===== config.mk =====
export PLATFORM = sky130hd
export DESIGN_NAME = cdb_arbiter
export DESIGN_NICKNAME = d
export VERILOG_FILES = /design/src/rtl/cdb_arbiter.sv
export SDC_FILE = /design/constraint.sdc
export NUM_CORES = 1
export LEC_CHECK = 0
export BUFFER_PORTS_ARGS = -buffer_cell sky130_fd_sc_hd__clkbuf_2
export CORE_MARGIN = 10
export CORE_UTILIZATION = 50
export DETAILED_ROUTE_END_ITERATION = 8
export GPL_ROUTABILITY_DRIVEN = 1
export PLACE_DENSITY_LB_ADDON = 0.2
export SYNTH_ARGS = -nofsm -noshare
export SYNTH_HDL_FRONTEND = slang
export SYNTH_SLANG_ARGS = --single-unit

===== constraint.sdc =====
create_clock -name clk -period 6.95 [get_ports clk]
set_clock_uncertainty 0.05 [all_clocks]
set_input_delay 0.3475 -clock clk [delete_from_list [all_inputs] [get_ports clk]]
set_output_delay 0.3475 -clock clk [all_outputs]
set_load 0.05 [all_outputs]

===== src/rtl/cdb_arbiter.sv =====
// Common-data-bus arbiter: three per-FU result FIFOs, round-robin grant into a registered
// broadcast, with mispredict flush that kills entries younger than the flushing branch.
module cdb_arbiter #(
    parameter int unsigned DEPTH  = 2,
    parameter int unsigned PREG_W = 7
) (
    input  logic              clk,
    input  logic              reset_n,

    input  logic              alu_valid,
    input  logic [PREG_W-1:0] alu_pd,
    input  logic [4:0]        alu_rob,
    input  logic [31:0]       alu_data,
    output logic              alu_ready,

    input  logic              mem_valid,
    input  logic [PREG_W-1:0] mem_pd,
    input  logic [4:0]        mem_rob,
    input  logic [31:0]       mem_data,
    output logic              mem_ready,

    input  logic              br_valid,
    input  logic [PREG_W-1:0] br_pd,
    input  logic [4:0]        br_rob,
    input  logic [31:0]       br_data,
    output logic              br_ready,

    input  logic              flush,
    input  logic [4:0]        flush_tag,
    input  logic [4:0]        rob_head,

    output logic              cdb_valid,
    output logic [PREG_W-1:0] cdb_pd,
    output logic [4:0]        cdb_rob,
    output logic [31:0]       cdb_data,
    output logic [1:0]        cdb_src
);

    localparam int unsigned CW = $clog2(DEPTH + 1);

    typedef struct packed {
        logic [PREG_W-1:0] pd;
        logic [4:0]        rob;
        logic [31:0]       data;
    } entry_t;

    entry_t        q_q   [3][DEPTH];
    entry_t        q_d   [3][DEPTH];
    logic [CW-1:0] cnt_q [3];
    logic [CW-1:0] cnt_d [3];
    logic [1:0]    rr_q, rr_d;
    logic          cdb_valid_q, cdb_valid_d;
    entry_t        cdb_q, cdb_d;
    logic [1:0]    src_q, src_d;

    entry_t        in_e  [3];
    logic [2:0]    in_valid;
    logic [2:0]    ready;
    entry_t        comp  [3][DEPTH];
    logic [CW-1:0] keep_cnt [3];
    logic [2:0]    non_empty;
    logic          grant;
    logic [1:0]    gsrc;

    // Younger than the mispredicted branch, measured as distance from the ROB head.
    function automatic logic killed(input logic [4:0] rob, input logic [4:0] head,
                                    input logic [4:0] tag, input logic fl);
        logic [4:0] age_e;
        logic [4:0] age_f;
        age_e = rob - head;
        age_f = tag - head;
        return fl && (age_e > age_f);
    endfunction

    always_comb begin
        in_e[0]  = {alu_pd, alu_rob, alu_data};
        in_e[1]  = {mem_pd, mem_rob, mem_data};
        in_e[2]  = {br_pd, br_rob, br_data};
        in_valid = {br_valid, mem_valid, alu_valid};
        for (int s = 0; s < 3; s++) begin
            ready[s] = cnt_q[s] < CW'(DEPTH);
        end
    end

    assign alu_ready = ready[0];
    assign mem_ready = ready[1];
    assign br_ready  = ready[2];

    // Drop killed entries and close the gaps, keeping push order.
    always_comb begin
        int rank;
        rank = 0;
        for (int s = 0; s < 3; s++) begin
            for (int j = 0; j < DEPTH; j++) begin
                comp[s][j] = q_q[s][j];
            end
            rank = 0;
            for (int i = 0; i < DEPTH; i++) begin
                if (i < int'(cnt_q[s]) && !killed(q_q[s][i].rob, rob_head, flush_tag, flush)) begin
                    for (int j = 0; j < DEPTH; j++) begin
                        if (j == rank) comp[s][j] = q_q[s][i];
                    end
                    rank = rank + 1;
                end
            end
            keep_cnt[s]  = CW'(rank);
            non_empty[s] = (rank != 0);
        end
    end

    always_comb begin
        grant = 1'b0;
        gsrc  = 2'd0;
        case (rr_q)
            2'd1: begin
                if (non_empty[1])      begin grant = 1'b1; gsrc = 2'd1; end
                else if (non_empty[2]) begin grant = 1'b1; gsrc = 2'd2; end
                else if (non_empty[0]) begin grant = 1'b1; gsrc = 2'd0; end
            end
            2'd2: begin
                if (non_empty[2])      begin grant = 1'b1; gsrc = 2'd2; end
                else if (non_empty[0]) begin grant = 1'b1; gsrc = 2'd0; end
                else if (non_empty[1]) begin grant = 1'b1; gsrc = 2'd1; end
            end
            default: begin
                if (non_empty[0])      begin grant = 1'b1; gsrc = 2'd0; end
                else if (non_empty[1]) begin grant = 1'b1; gsrc = 2'd1; end
                else if (non_empty[2]) begin grant = 1'b1; gsrc = 2'd2; end
            end
        endcase
        rr_d = rr_q;
        if (grant) rr_d = (gsrc == 2'd2) ? 2'd0 : gsrc + 2'd1;
    end

    always_comb begin
        logic pop;
        logic push;
        int   after;
        pop         = 1'b0;
        push        = 1'b0;
        after       = 0;
        cdb_valid_d = grant;
        cdb_d       = cdb_q;
        src_d       = src_q;
        for (int s = 0; s < 3; s++) begin
            pop = grant && (gsrc == 2'(s));
            for (int j = 0; j < DEPTH; j++) begin
                q_d[s][j] = comp[s][j];
            end
            if (pop) begin
                for (int j = 0; j < int'(DEPTH) - 1; j++) begin
                    q_d[s][j] = comp[s][j+1];
                end
                cdb_d = comp[s][0];
                src_d = 2'(s);
            end
            after = int'(keep_cnt[s]) - (pop ? 1 : 0);
            // Ready is judged on the pre-pop count, so a full queue never takes a push.
            push  = in_valid[s] && ready[s] && !killed(in_e[s].rob, rob_head, flush_tag, flush);
            for (int j = 0; j < DEPTH; j++) begin
                if (push && j == after) q_d[s][j] = in_e[s];
            end
            cnt_d[s] = CW'(after + (push ? 1 : 0));
        end
    end

    always_ff @(posedge clk or negedge reset_n) begin
        if (!reset_n) begin
            for (int s = 0; s < 3; s++) begin
                cnt_q[s] <= '0;
                for (int j = 0; j < DEPTH; j++) begin
                    q_q[s][j] <= '0;
                end
            end
            rr_q        <= 2'd0;
            cdb_valid_q <= 1'b0;
            cdb_q       <= '0;
            src_q       <= 2'd0;
        end else begin
            for (int s = 0; s < 3; s++) begin
                cnt_q[s] <= cnt_d[s];
                for (int j = 0; j < DEPTH; j++) begin
                    q_q[s][j] <= q_d[s][j];
                end
            end
            rr_q        <= rr_d;
            cdb_valid_q <= cdb_valid_d;
            cdb_q       <= cdb_d;
            src_q       <= src_d;
        end
    end

    assign cdb_valid = cdb_valid_q;
    assign cdb_pd    = cdb_q.pd;
    assign cdb_rob   = cdb_q.rob;
    assign cdb_data  = cdb_q.data;
    assign cdb_src   = src_q;

endmodule


Word-level counts from Yosys, hierarchy flattened:

Index checks and enable logic that the tools add are counted.

* magnitude comparators: 18
* mux-type cells: 51
* reduce and logical (&&, ||, !) cells: 50
* eq/ne operators: 7
* add/subtract/negate cells: 20

Operators by type and width (number)
* 2-to-1 mux 44 bit: 15
* 2-to-1 mux 88 bit: 3
* zero test 32 bit: 6
* adder 32 x 2 -> 32 bit, second input constant: 3
* 2-to-1 mux 32 bit: 3
* nonzero test 32 bit: 3
* subtractor 5 bit: 10
* > comparator 5 bit: 9
* logical AND 1 bit: 30
* 2-to-1 mux 1 bit: 20
* 2-to-1 mux 2 bit: 8
* < comparator 1 x 2 -> 1 bit, first input constant: 6
* == test 2 x 3 -> 1 bit, first input constant: 3
* zero test 1 bit: 9
* subtractor 2 x 1 -> 3 bit: 3
* adder 2 bit: 3
* < comparator 2 bit, second input constant: 3
* == test 2 x 1 -> 1 bit, second input constant: 2
* == test 2 bit, second input constant: 2
* one-hot mux 2 bit (2 select lines): 1
* nonzero test 3 bit: 1
* adder 2 x 1 -> 2 bit, second input constant: 1
* zero test 2 bit: 1
* one-hot mux 1 bit (2 select lines): 1

* logic and storage cells: 173
* output and inout port bits: 50
* flip-flop bits (word level): 319
* input bits: 148

Logic depth before layout (Yosys ltp):

* depth after elaboration: 20
* gate-level depth with buffers: 30
* mapped depth without buffers: 27

Least setup slack after synthesis:

Ideal clock, no wire load.

* kind: input -> register
* from: in rob_head[1]
* to: reg q_q[121] in the netlist's numbering
* setup slack: 0.701 ns
* arrival: 6.072 ns
* stages: 28
* library setup time: 0.128 ns
* required time: 6.772 ns
* path buffers: 3
* path through: inv_1 > fa_1 > a21o_1 > a21oi_1 > xnor2_1 > ha_1 > nand4b_1 > nor2_1 > nor4b_1 > a211oi_1 > o211a_1 > nor2_1 > nor2_1 > inv_1 > ha_1 > inv_1 > nand2_1 > and3b_1 > o22ai_1 > or2_2 > clkbuf_1 > inv_1 > ha_1 > ha_1 > or4b_1 > buf_2 > buf_2 > mux2_1

* word-level cells in the longest chain between the ends: 20
* elaborated cells between the ends (all ways): 72
* classes of those cells: add/sub: 12; order compare: 7; eq/ne: 2; mux: 25; reduce/logical: 26

Ends and longest elaborated chain
* start, declared: line 30 `input logic [4:0] rob_head,`
* subtractor 5 bit (on tied branches): line 70, 71
* > comparator 5 bit: line 72 `return fl && (age_e > age_f);`
* logical AND 1 bit: line 72
* zero test 1 bit: line 99 `if (i < int'(cnt_q[s]) && !killed(q_q[s][i].rob, rob_head, flush_tag, flush)) begin`
* logical AND 1 bit: line 99
* 2-to-1 mux 1 bit: line 99
* adder 32 x 2 -> 32 bit: line 103 `rank = rank + 1;`
* 2-to-1 mux 32 bit: line 99
* [... 4 more ...]
* one-hot mux 2 bit (2 select lines): line 114 `case (rr_q)`
* == test 2 x 1 -> 1 bit: line 146 `pop = grant && (gsrc == 2'(s));`
* logical AND 1 bit: line 146
* 2-to-1 mux 1 bit: line 157 `after = int'(keep_cnt[s]) - (pop ? 1 : 0);`
* subtractor 2 x 1 -> 3 bit: line 157
* == test 2 x 3 -> 1 bit: line 161 `if (push && j == after) q_d[s][j] = in_e[s];`
* logical AND 1 bit *: line 161
* 2-to-1 mux 44 bit *: line 161
* end signal, assigned by index: line 183 `q_q[s][j] <= q_d[s][j];`
* end, declared: line 47 `entry_t q_q [3][DEPTH];`

Every way passes the cells marked *; elsewhere a longest branch is shown, timed or not.
A chain may end at the register's enable or synchronous reset.

Worst setup path after layout:

* from: reg q_q[164] in the netlist's numbering
* to: reg q_q[117] in the netlist's numbering

* word-level cells in the longest chain between the ends: 20
* elaborated cells between the ends (all ways): 29
* classes of those cells: add/sub: 3; order compare: 1; eq/ne: 2; mux: 17; reduce/logical: 6

Ends and longest elaborated chain
* subtractor 5 bit *: line 70 `age_e = rob - head;`
* > comparator 5 bit *: line 72
* logical AND 1 bit *: line 72
* zero test 1 bit *: line 99
* logical AND 1 bit *: line 99
* 2-to-1 mux 1 bit *: line 99
* adder 32 x 2 -> 32 bit: line 103
* 2-to-1 mux 32 bit *: line 99
* [... 4 more ...]
* one-hot mux 2 bit (2 select lines): line 114
* == test 2 x 1 -> 1 bit: line 146
* logical AND 1 bit: line 146
* 2-to-1 mux 1 bit: line 157
* subtractor 2 x 1 -> 3 bit *: line 157
* == test 2 x 3 -> 1 bit *: line 161
* logical AND 1 bit *: line 161
* 2-to-1 mux 44 bit *: line 161

Marked as above.

==> metrics.txt <==
main flop type after synthesis dfrtp_1; Tot GR Track Use 21.9%; PostCTS Resize Cnt 0; unrepaired setup endpoints after global routing false; port buffer count 197; RePlAce Congestion 0.925; synth warn 0; Hold Vio Cnt, Final 0; outcome completed; initial antenna violation count 4; final WL 50000 µm; post-detail-place hpwl 34700 µm; critical path depth in cells 25; nature of the critical path endpoint register; Via Count 13.1k; Post-Synth Simple-Gate Area 5.85%; cts bufs inserted 36; fin area 21400 µm²; largest net degree at the start of global routing 172; initial DRC count 816; Critical path origin q_q[164]$_DFF_PN0_; routed len/inst 22.0 µm; Post-DP Area 20100 µm²; area of the die 45300 µm²; final period utilization 89.6%; Worst Setup EP q_q[117]$_DFFE_PN0P_; mux share of post-synthesis cell area 27.1%; compound-gate portion of the synthesized area 10.2%; area share of fa/ha/maj cells after synthesis 7.56%; Worst path top cell family by delay simple AND/OR/NAND/NOR gates; top cell type's share of synthesized area 43.0%; share of layout cells above drive strength 1 21.9%; fmax 161 MHz; Cell variety after synth 73; Hold Crit Class in2reg; worst-skew pair later-pin latency 0.52 ns; Crit path largest cell delay 0.68 ns; clk sinks 319; number of vias per cell 5.78; CTS tree done; # fillers 3043; first-pass GRT wire length 77300 µm; Remaining Overflow, GRT 0; crit path kind reg2reg; Synth Net Count 1844; vias in the first global route 13.2k; post-route antenna net violation count 0; IO Count 198; Worst R2R Path Depth 25; Worst Tran Pin Value 1.02 ns; post-synthesis cell count 1593; xor/xnor share of the synthesized area 2.57%; Worst EP required 7.28 ns; H-tree depth 2; Die Wd 213 µm; register bit total from synthesis 319; Core Rows 70; post-layout min period 6.23 ns; max cap viols 0; Critical Path Fanout Max 44; Initial Util 50.7%; Post-synth ARST share 100%; main combinational cell family by area after synthesis multiplexers; register area share after synthesis 43.0%; critical path launch point type register; clk slew on worst S/H paths 0.06 ns; DRT Pass-1 Iters 6; Cell Area, Synth 18600 µm²; final setup vio count 0; Root Driver clkbuf_16; library cell with the highest instance count after synthesis dfrtp_1; Remaining DRCs 0; largest area contributor in the netlist dfrtp_1; reg2reg start q_q[164]$_DFF_PN0_; TNS Setup 0 ns; EDFF count, synth 0; Critical R2R Capture q_q[117]$_DFFE_PN0P_; Rel. slew slack 32.1%; CP max stage cell or4b_2; Crit path arrival time 6.56 ns; WP buf/inv 5; setup bufs post-CTS 0; Worst R2R Setup Slack 0.72 ns; Clock Path Buffers 3; Nets 2028; synth top area cells dfrtp_1, mux2_1, mux2i_1; Final Max Slew Viols 0; Core Region 36600 µm²; P&R area growth vs syn 14.9%; syn_area_per_cell 11.7 µm²; DIE HEIGHT 213 µm; top cells by count, synth dfrtp_1, mux2_1, mux2i_1, a21oi_1, nor2_1
registers in the layout, summed over array words and instances (netlist names):
register,flops
cdb_data,32
cdb_src,2
cnt_q,6
cdb_pd,7
cdb_valid,1
rr_q,2
cdb_rob,5
q_q,264
per-layer routing:
metal / vias to the layer above / wire [µm] / global-route usage [%]
met2: 328 / 21800 / 32.9
met4: 4 / 1660 / 7.14
li1: 6166 / - / -
met5: - / 27 / 0
met3: 95 / 2480 / 3.58
met1: 6533 / 24000 / 31.4
what timing repair did:
item | in CTS | in global routing
hold endpoints to repair | 112 | 0
setup endpoints to repair | 0 | 0
hold buffers | 7 | 0
final cells by class:
| type | instances | area [µm²] | share of cell area (%) |
|---|---|---|---|
| clock inverters | 12 | 149 | 0.697 |
| diodes | 2 | 5.00 | 0.0234 |
| clock buffers | 51 | 1050 | 4.92 |
| repair buffers | 237 | 1380 | 6.44 |
| multi-input cells | 1127 | 10000 | 46.8 |
| flip-flops and latches | 319 | 7980 | 37.4 |
| well taps | 468 | 586 | 2.74 |
| inverters | 56 | 210 | 0.984 |
cell families after synthesis:
| kind of cell | count (synthesis) |
|---|---|
| AND/OR/NAND/NOR | 221 |
| flip-flops | 319 |
| AO/OA/AOI/OAI | 284 |
| multiplexers | 462 |
| adder cells (fa/ha/maj) | 107 |
| buffers and inverters | 147 |
| XOR/XNOR | 53 |
layout by cell type (no fill, tap or decap), types with 7 or more instances in the layout:
cell type	netlist	layout
a21o_1	22	22
a22o_1	24	24
o22ai_1	26	25
buf_4	7	28
nor2_1	114	114
mux2_1	239	239
xnor2_1	40	40
fa_1	10	10
mux2_2	83	83
clkinv_2	0	7
nand2b_1	10	10
xor2_1	12	12
ha_1	93	93
dlygate4sd3_1	0	7
mux2i_1	140	140
o21ai_0	8	8
clkbuf_1	41	8
a221o_1	23	23
a21oi_1	136	135
clkbuf_16	0	38
clkbuf_2	0	196
nor3_1	24	24
inv_1	56	56
dfrtp_1	319	319
nand2_1	26	26
metrics by stage:
| stage | util, % | cells | hold WS, ns | setup WS [ns] |
|---|---|---|---|---|
| detailed placement | 54.9 | 2200 | 0.397 | 0.346 |
| floorplan | - | 1593 | 0.00191 | 0.701 |
| CTS | 58.3 | 2270 | 0.000298 | 0.764 |
| finish | 58.3 | 2272 | 0.00895 | 0.720 |
| global placement | 54.9 | 2200 | 0.399 | 0.490 |
| global route | 58.3 | 2272 | 0.00503 | 0.296 |
worst min path at each step:
stage	from	to	slack (ns)	depth (start not counted)
2_1_floorplan	reset_n	cdb_data[0]$_DFFE_PN0P_	0.002	0
3_3_place_gp	reset_n	q_q[140]$_DFF_PN0_	0.40	1
5_1_grt	alu_data[5]	q_q[225]$_DFF_PN0_	0.005	2
4_1_cts	alu_data[5]	q_q[225]$_DFF_PN0_	0.0003	2
6_report	alu_pd[5]	q_q[218]$_DFFE_PN0P_	0.009	2
3_5_place_dp	reset_n	q_q[140]$_DFF_PN0_	0.40	1
Power is left out: the tool's default activity adds up to more than one toggle a clock period on the data nets, which glitch-free logic cannot reach.
